$ cat src/rtl/switch_port_drain.sv
// switch_port_drain: read-side controller between an output-port FIFO and the
// switch egress interface. Issues FIFO reads, absorbs the FIFO's one-cycle read
// latency in a small skid buffer, frames bytes as DA, SA, LEN, LEN payload
// bytes, and presents them on a valid/ready egress port with sop/eop markers.
//
// Ports:
//   clk, rst_n           clock (rising edge), asynchronous active-low reset
//   en                   allows new FIFO reads to be issued
//   fifo_empty           FIFO empty flag
//   fifo_rd_en           FIFO read strobe (combinational)
//   fifo_data            FIFO read data, valid the cycle after an accepted read
//   out_data/out_valid   egress byte and its valid
//   out_ready            egress sink accepts the current byte
//   out_sop/out_eop      current beat is the DA byte / last byte of the packet
//   pkt_cnt              completed packet counter, wraps
//   busy                 packet in progress, byte in flight or bytes buffered

// Checker: skid buffer occupancy bound and read-strobe legality.
module switch_port_drain_chk #(
  parameter int BUF_DEPTH = 3,
  parameter int OCC_W     = 3
) (
  input logic             clk,
  input logic             rst_n,
  input logic [OCC_W-1:0] count,
  input logic             fifo_empty,
  input logic             fifo_rd_en
);
  a_count_bound: assert property (@(posedge clk) disable iff (!rst_n)
    count <= OCC_W'(BUF_DEPTH));
  a_no_read_empty: assert property (@(posedge clk) disable iff (!rst_n)
    !(fifo_rd_en && fifo_empty));
endmodule

module switch_port_drain #(
  parameter int W_WIDTH   = 8,
  parameter int BUF_DEPTH = 3,
  parameter int CNT_W     = 16
) (
  input  logic               clk,
  input  logic               rst_n,
  input  logic               en,
  input  logic               fifo_empty,
  output logic               fifo_rd_en,
  input  logic [W_WIDTH-1:0] fifo_data,
  output logic [W_WIDTH-1:0] out_data,
  output logic               out_valid,
  input  logic               out_ready,
  output logic               out_sop,
  output logic               out_eop,
  output logic [CNT_W-1:0]   pkt_cnt,
  output logic               busy
);
  localparam int PTR_W = (BUF_DEPTH > 1) ? $clog2(BUF_DEPTH) : 1;
  // Occupancy plus one in-flight read must be representable.
  localparam int OCC_W = $clog2(BUF_DEPTH + 2);

  typedef enum logic [1:0] {
    ST_DA  = 2'd0,
    ST_SA  = 2'd1,
    ST_LEN = 2'd2,
    ST_PAY = 2'd3
  } state_t;

  logic [W_WIDTH-1:0] buf_r [BUF_DEPTH];
  logic [PTR_W-1:0]   head_r;
  logic [PTR_W-1:0]   tail_r;
  logic [OCC_W-1:0]   count_r;
  logic               pend_r;
  state_t             state_r;
  state_t             state_s;
  logic [W_WIDTH-1:0] rem_r;
  logic [W_WIDTH-1:0] rem_s;
  logic [CNT_W-1:0]   pkt_cnt_r;

  logic [OCC_W-1:0]   occ_s;
  logic               rd_en_s;
  logic               push_s;
  logic               pop_s;
  logic               valid_s;
  logic               sop_s;
  logic               eop_s;
  logic [W_WIDTH-1:0] head_data_s;

  function automatic logic [PTR_W-1:0] ptr_inc(input logic [PTR_W-1:0] p);
    if (p == PTR_W'(BUF_DEPTH - 1)) begin
      return {PTR_W{1'b0}};
    end else begin
      return p + PTR_W'(1);
    end
  endfunction

  // A read is only issued when the byte it returns is guaranteed a buffer slot,
  // counting the read already in flight; reset forces the strobe low.
  assign occ_s       = count_r + OCC_W'(pend_r);
  assign rd_en_s     = rst_n & en & ~fifo_empty & (occ_s < OCC_W'(BUF_DEPTH));
  assign push_s      = pend_r;
  assign valid_s     = (count_r != {OCC_W{1'b0}});
  assign pop_s       = valid_s & out_ready;
  assign head_data_s = buf_r[head_r];

  // Skid buffer storage, pointers, occupancy and in-flight read flag.
  always_ff @(posedge clk or negedge rst_n) begin
    if (!rst_n) begin
      for (int i = 0; i < BUF_DEPTH; i++) begin
        buf_r[i] <= {W_WIDTH{1'b0}};
      end
      head_r  <= {PTR_W{1'b0}};
      tail_r  <= {PTR_W{1'b0}};
      count_r <= {OCC_W{1'b0}};
      pend_r  <= 1'b0;
    end else begin
      pend_r <= rd_en_s;
      if (push_s) begin
        buf_r[tail_r] <= fifo_data;
        tail_r        <= ptr_inc(tail_r);
      end
      if (pop_s) begin
        head_r <= ptr_inc(head_r);
      end
      case ({push_s, pop_s})
        2'b10:   count_r <= count_r + OCC_W'(1);
        2'b01:   count_r <= count_r - OCC_W'(1);
        default: count_r <= count_r;
      endcase
    end
  end

  // Framing next-state and sop/eop decode; the FSM moves only on transfers.
  always_comb begin
    state_s = state_r;
    rem_s   = rem_r;
    sop_s   = 1'b0;
    eop_s   = 1'b0;
    case (state_r)
      ST_DA: begin
        sop_s = valid_s;
        if (pop_s) begin
          state_s = ST_SA;
        end else begin
          state_s = state_r;
        end
      end
      ST_SA: begin
        if (pop_s) begin
          state_s = ST_LEN;
        end else begin
          state_s = state_r;
        end
      end
      ST_LEN: begin
        // A zero LEN byte closes the packet on the LEN beat itself.
        eop_s = valid_s & (head_data_s == {W_WIDTH{1'b0}});
        if (pop_s) begin
          rem_s = head_data_s;
          if (head_data_s == {W_WIDTH{1'b0}}) begin
            state_s = ST_DA;
          end else begin
            state_s = ST_PAY;
          end
        end else begin
          state_s = state_r;
        end
      end
      ST_PAY: begin
        eop_s = valid_s & (rem_r == W_WIDTH'(1));
        if (pop_s) begin
          rem_s = rem_r - W_WIDTH'(1);
          if (rem_r == W_WIDTH'(1)) begin
            state_s = ST_DA;
          end else begin
            state_s = ST_PAY;
          end
        end else begin
          state_s = state_r;
        end
      end
      default: begin
        state_s = ST_DA;
      end
    endcase
  end

  // Framing state, remaining payload count and completed-packet counter.
  always_ff @(posedge clk or negedge rst_n) begin
    if (!rst_n) begin
      state_r   <= ST_DA;
      rem_r     <= {W_WIDTH{1'b0}};
      pkt_cnt_r <= {CNT_W{1'b0}};
    end else begin
      state_r <= state_s;
      rem_r   <= rem_s;
      if (pop_s && eop_s) begin
        pkt_cnt_r <= pkt_cnt_r + CNT_W'(1);
      end
    end
  end

  assign fifo_rd_en = rd_en_s;
  assign out_valid  = valid_s;
  assign out_data   = valid_s ? head_data_s : {W_WIDTH{1'b0}};
  assign out_sop    = sop_s;
  assign out_eop    = eop_s;
  assign pkt_cnt    = pkt_cnt_r;
  assign busy       = (state_r != ST_DA) | valid_s | pend_r;

  switch_port_drain_chk #(
    .BUF_DEPTH (BUF_DEPTH),
    .OCC_W     (OCC_W)
  ) u_chk (
    .clk        (clk),
    .rst_n      (rst_n),
    .count      (count_r),
    .fifo_empty (fifo_empty),
    .fifo_rd_en (rd_en_s)
  );
endmodule

$ cat config.mk
export PLATFORM = sky130hd
export DESIGN_NAME = switch_port_drain
export DESIGN_NICKNAME = d
export VERILOG_FILES = /design/src/rtl/switch_port_drain.sv
export SDC_FILE = /design/constraint.sdc
export NUM_CORES = 1
export LEC_CHECK = 0
export BUFFER_PORTS_ARGS = -buffer_cell sky130_fd_sc_hd__buf_2
export CORE_MARGIN = 3
export CORE_UTILIZATION = 55
export DETAILED_ROUTE_END_ITERATION = 7
export GPL_TIMING_DRIVEN = 0
export PLACE_DENSITY = 0.78
export SYNTH_ARGS = -nofsm -noshare
export SYNTH_HDL_FRONTEND = slang
export SYNTH_SLANG_ARGS = --single-unit
$ cat constraint.sdc
create_clock -name clk -period 3.7 [get_ports clk]
set_input_delay 0.185 -clock clk [delete_from_list [all_inputs] [get_ports clk]]
set_output_delay 0.185 -clock clk [all_outputs]
set_load 0.02 [all_outputs]
Word level (Yosys, flattened, before mapping). Cells that the tools add are included.

Bits in registers: 58. Output and inout port bits: 29. Word-level logic and storage cells: 76. Input bits: 13.

Add/subtract/negate cells: 7. Equality and inequality tests: 12. Multiplexer cells: 22. Reduce and logical (&&, ||, !) cells: 10. Magnitude comparators: 4. Bitwise gates (word level): 11.

Operators with widths (count): 8-bit 2-to-1 mux (6); 24-bit bitwise mux (1); 16-bit by 1-bit adder with 16-bit output (second input constant) (1); 8-bit binary-select mux with 2-bit select (1); 8-bit demux with 2-bit select (1); 2-bit 2-to-1 mux (8); 8-bit case mux with 2 select lines (1); 2-bit equality test (second input constant) (5); 8-bit by 1-bit equality test with 1-bit output (second input constant) (1); 8-bit logical NOT (1); 2-bit inequality test (second input constant) (4); 2-bit case mux with 4 select lines (1); 8-bit by 1-bit subtractor with 8-bit output (second input constant) (1); 1-bit bitwise AND (6); 3-bit >= comparator (second input constant) (2); 2-bit inverter with 3-bit output (2); 3-bit case mux with 2 select lines (1); 2-bit nonzero test (3); 2-bit by 1-bit adder with 2-bit output (second input constant) (2); 2-bit by 1-bit equality test with 1-bit output (second input constant) (2); 4-bit AND reduction (1); 3-bit by 1-bit adder with 3-bit output (1); 3-bit by 1-bit adder with 3-bit output (second input constant) (1); 3-bit by 1-bit < comparator with 1-bit output (second input constant) (1); 10 further kinds (12).

Depth between registers and ports, before layout.
Depth in word-level cells: 8. Mapped depth: 10. Depth with buffers taken out: 10.

Worst setup path before layout. OpenSTA, ideal clock, no wires.

Path type: register -> register. From: reg count_r[2]. To: reg count_r[2]. Arrival: 1.994 ns. Stages on the path, launching flop included: 11. Library setup time: 0.125 ns. Clock period less this slack: 2.119 ns. Required time: 3.575 ns. Buffers on the path: 0. Setup slack: 1.581 ns. Cell sequence: dfrtp_1 -> nor3_1 -> inv_1 -> nand2_1 -> clkinv_1 -> ha_1 -> inv_1 -> fa_1 -> xor2_1 -> nor2_1 -> xor2_1.

Cells in the longest elaborated chain, start to end: 4. Elaborated cells on any way between the ends: 8. Those cells by class: add/sub (2); eq/ne (2); mux (1); bitwise (1); reduce/logical (2).

Ends and longest elaborated chain: from (decl) (RTL line 68) `logic [OCC_W-1:0] count_r;`; from (signal assigned) (RTL line 110) `count_r <= {OCC_W{1'b0}};`; from (signal assigned) (RTL line 122) `2'b10: count_r <= count_r + OCC_W'(1);`; from (signal assigned) (RTL line 123) `2'b01: count_r <= count_r - OCC_W'(1);`; 3-bit nonzero test * (RTL line 98) `assign valid_s = (count_r != {OCC_W{1'b0}});`; net out_valid (RTL line 47) `output logic out_valid,`; 1-bit bitwise AND * (RTL line 99) `assign pop_s = valid_s & out_ready;`; net pop_s (RTL line 79) `logic pop_s;`; 2-bit by 1-bit equality test with 1-bit output or 2-bit equality test (tied branches) (RTL line 121) `case ({push_s, pop_s})`; 3-bit case mux with 2 select lines or 2-bit nonzero test (tied branches).

The timed path passes the listed nets; every way through them passes the cells marked *. A chain may end at the register's enable or synchronous reset.

Worst setup path in the final report.
From: reg head_r[0]. To: out out_eop.

Cells in the longest elaborated chain, start to end: 7.

Ends and longest elaborated chain: from (decl) (RTL line 66) `logic [PTR_W-1:0] head_r;`; from (signal assigned) (RTL line 108) `head_r <= {PTR_W{1'b0}};`; from (signal assigned) (RTL line 119) `head_r <= ptr_inc(head_r);`; 2-bit inverter with 3-bit output (implied by the code) (RTL line 100) `assign head_data_s = buf_r[head_r];`; 8-bit binary-select mux with 2-bit select (RTL line 100); 8-bit 2-to-1 mux (implied by the code) (2 in series) (RTL line 100); 8-bit logical NOT (RTL line 153) `eop_s = valid_s & (head_data_s == {W_WIDTH{1'b0}});`; 1-bit bitwise AND (RTL line 153); 1-bit case mux with 2 select lines (RTL line 135) `case (state_r)`; to (decl) (RTL line 50) `output logic out_eop,`.

No other way between the ends. The select of a mux whose other input is x is not followed.

==> flow_summary.json <==
{
  "outcome": "complete, no violations",
  "synth-simple-area-share_pct": 16.5,
  "start_util_pct": 58.1,
  "synthCells": 276,
  "worstMarginPinSlew_ns": 1.31,
  "path_clk_slew_ns": 0.07,
  "p_clk_share_pct": 22.3,
  "place_congestion": 0.817,
  "dieWidth_um": 80.1,
  "cts_setup_buffers": 0,
  "worstPathRequired_ns": 3.51,
  "finalCriticalPeriod_ns": 2.69,
  "netlist_area_um2": 3020,
  "worstHoldPathType": "in -> reg",
  "htree_levels": 3,
  "dp_hpwl_um": 4650,
  "crit_arrival_ns": 2.51,
  "port_buffers": 41,
  "cap_viol_max_count": 0,
  "ant_nets": 0,
  "synth_edf_count": 0,
  "antenna_found_initial": 0,
  "startpoint": "head_r[0]",
  "worstReg2RegStart": "head_r[0]",
  "internal-power_mw": 1.90,
  "synth_compound_area_share_pct": 11.2,
  "cts_buffers": 9,
  "grtUsageMet1_pct": 27.0,
  "comb_power_share_pct": 43.2,
  "synth_nets": 296,
  "die_area_um2": 6420,
  "yosysUniqueCellTypes": 46,
  "critPathLaunchType": "register",
  "cp-end-kind": "output port",
  "power_density_nw_per_um2": 888,
  "synth.avg_cell_area_um2": 11.0,
  "gr-usage-met3_pct": 5.94,
  "grt_pass1_wl_um": 10800,
  "core_area_um2": 5200,
  "nets": 349,
  "clk_latency_ns": 0.34,
  "peakVddDrop_mv": 0.508,
  "antenna-diode-count": 0,
  "setup_viol": 0,
  "yosysWarnings": 0,
  "switchingPower_mw": 1.27,
  "fmax_mhz": 371,
  "top_usage_layer": "met2",
  "synth_adder_area_share_pct": 3.15,
  "yosysSeqAreaShare_pct": 48.0,
  "tritoncts": "built",
  "hold_viol_final": 0,
  "final_common_cell": "dfrtp_1",
  "synthFlopType": "dfrtp_1",
  "finalClockSkew_ns": 0.00454,
  "row_count": 26,
  "drv_slew": 0,
  "wirelength_um": 6360,
  "synthXorXnorAreaFrac_pct": 4.35,
  "critPathKind": "reg -> out",
  "critPathMaxFanout": 10,
  "grt_pass1_vias": 2312,
  "wl_per_cell_um": 15.7,
  "area_growth_pct": 17.8,
  "clock-sinks": 58,
  "slew_headroom_pct": 12.2,
  "firstDrtPassIters": 4,
  "grt_usage_pct": 22.0,
  "drive_gt1_share_pct": 28.7,
  "cts_root_buffer": "clkbuf_8",
  "setup_ws_ns": 1.01,
  "drt-vias-per-instance": 5.66,
  "async_flop_share_pct": 100,
  "layout_common_cells": "dfrtp_1 (58), buf_2 (40), mux2_2 (25)",
  "synth_top_family_by_area": "simple AND/OR/NAND/NOR gates",
  "period_share_pct": 72.8,
  "fillers": 425,
  "sw_frac_of_total_pct": 40.0,
  "vias": 2287,
  "cts_resized": 0,
  "fin_setup_tns_ns": 0,
  "rsz0062_at_grt": "no",
  "ys_ff_latch": 58,
  "p_leak_nw": 1.67,
  "grt_util_met2_pct": 37.6,
  "clockBufferDepth": 2,
  "drcViolationCount": 0,
  "synth_mux_area_share_pct": 13.0,
  "power_frac_seq_pct": 34.5,
  "hp-start": "fifo_data[7]",
  "io_pins": 42,
  "die_h_um": 80.1,
  "grt_overflow": 0,
  "pre_cts_ws_ns": 1.22,
  "grt_start_max_net_pins": 60,
  "first_iter_violations": 156,
  "cts_hold_buf": 0
}
-- state kept, by name (all words and copies together) (netlist names) --
| register | cells |
|---|---|
| pkt_cnt | 16 |
| rem_r | 8 |
| count_r | 3 |
| tail_r | 2 |
| head_r | 2 |
| state_r | 2 |
| pend_r | 1 |
| buf_r | 24 |
-- metal layers --
metal,wire length [um],vias up
met3,264,10
met5,0,-
met2,3250,40
met1,2760,1119
li1,-,1118
met4,81,0
-- critical path, stage by stage (launching register included) --
cell and delay (ns):
dfrtp_1 0.40, nor2b_1 0.11, clkbuf_1 0.31, a2bb2oi_1 0.24, and4_1 0.27, a22oi_2 0.40
buf_6 0.22, nor2_1 0.05, buf_2 0.17
-- stage by stage --
| step | util [%] | power (mW) | hold slack [ns] | instances | cell area [um^2] |
|---|---|---|---|---|---|
| 2_1_floorplan | - | 2.07 | -0.111 | 276 | 3020 |
| 3_3_place_gp | 63.7 | 2.41 | 0.448 | 387 | 3320 |
| 3_5_place_dp | 63.7 | 2.47 | 0.455 | 387 | 3320 |
| 4_1_cts | 68.2 | 3.18 | 0.0961 | 403 | 3550 |
| 5_1_grt | 68.4 | 3.37 | 0.0940 | 404 | 3560 |
| 6_report | 68.4 | 3.16 | 0.104 | 404 | 3560 |
-- final timing paths --
check	depth (start not counted)	slack [ns]	endpoint
worst max-delay path	8	1.01	out_eop
worst min-delay path	2	0.10	buf_r[7]
worst max register to register	7	1.20	pkt_cnt[1]
worst min register to register	1	0.48	pkt_cnt[14]
max in group asynchronous	2	2.77	rem_r[2]
min in group asynchronous	2	0.44	rem_r[0]
-- cell usage after synthesis, drive strengths merged (4+ instances only) --
master / instances / share of area [%]
dfrtp: 58 / 48
mux2: 25 / 9.3
nand2: 18 / 2.2
nor2: 18 / 2.2
inv: 13 / 1.6
o21ai: 13 / 2.2
xor2: 12 / 3.5
mux2i: 11 / 3.6
nand3: 11 / 1.8
nor3: 10 / 2.0
a21oi: 9 / 1.5
a2bb2oi: 8 / 2.3
clkbuf: 8 / 0.99
nor4: 7 / 2.7
ha: 6 / 2.5
nand4: 6 / 1.2
a31oi: 4 / 0.83
buf: 4 / 1.1
-- power groups by stage --
stage / clock (mW) / sequential, mW / combinational (mW)
4_1_cts: 0.712 / 1.09 / 1.37
5_1_grt: 0.742 / 1.13 / 1.50
6_report: 0.706 / 1.09 / 1.36
2_1_floorplan: 0 / 1.09 / 0.984
3_5_place_dp: 0 / 1.10 / 1.37
3_3_place_gp: 0 / 1.08 / 1.33
-- kinds of logic (layout without fill, tap and decap cells) --
group / count (synthesis) / in the layout
xor gates and xnor gates: 15 / 15
buffers and inverters: 26 / 84
adders and majority gates: 7 / 7
and+or+nand+nor: 84 / 84
muxes: 36 / 36
AOI/OAI and AO/OA: 50 / 50
DFF: 58 / 58
-- final cells by class --
type	count	area [um^2]	share of cell area (%)
multi-input cells	192	1460	40.9
flip-flops and latches	58	1450	40.8
repair buffers	42	218	6.11
clock buffers	10	128	3.58
clock inverters	6	105	2.95
well taps	70	87.6	2.46
plain buffers	12	63.8	1.79
inverters	14	52.6	1.48
No activity file was read; power rests on OpenSTA's default activity.
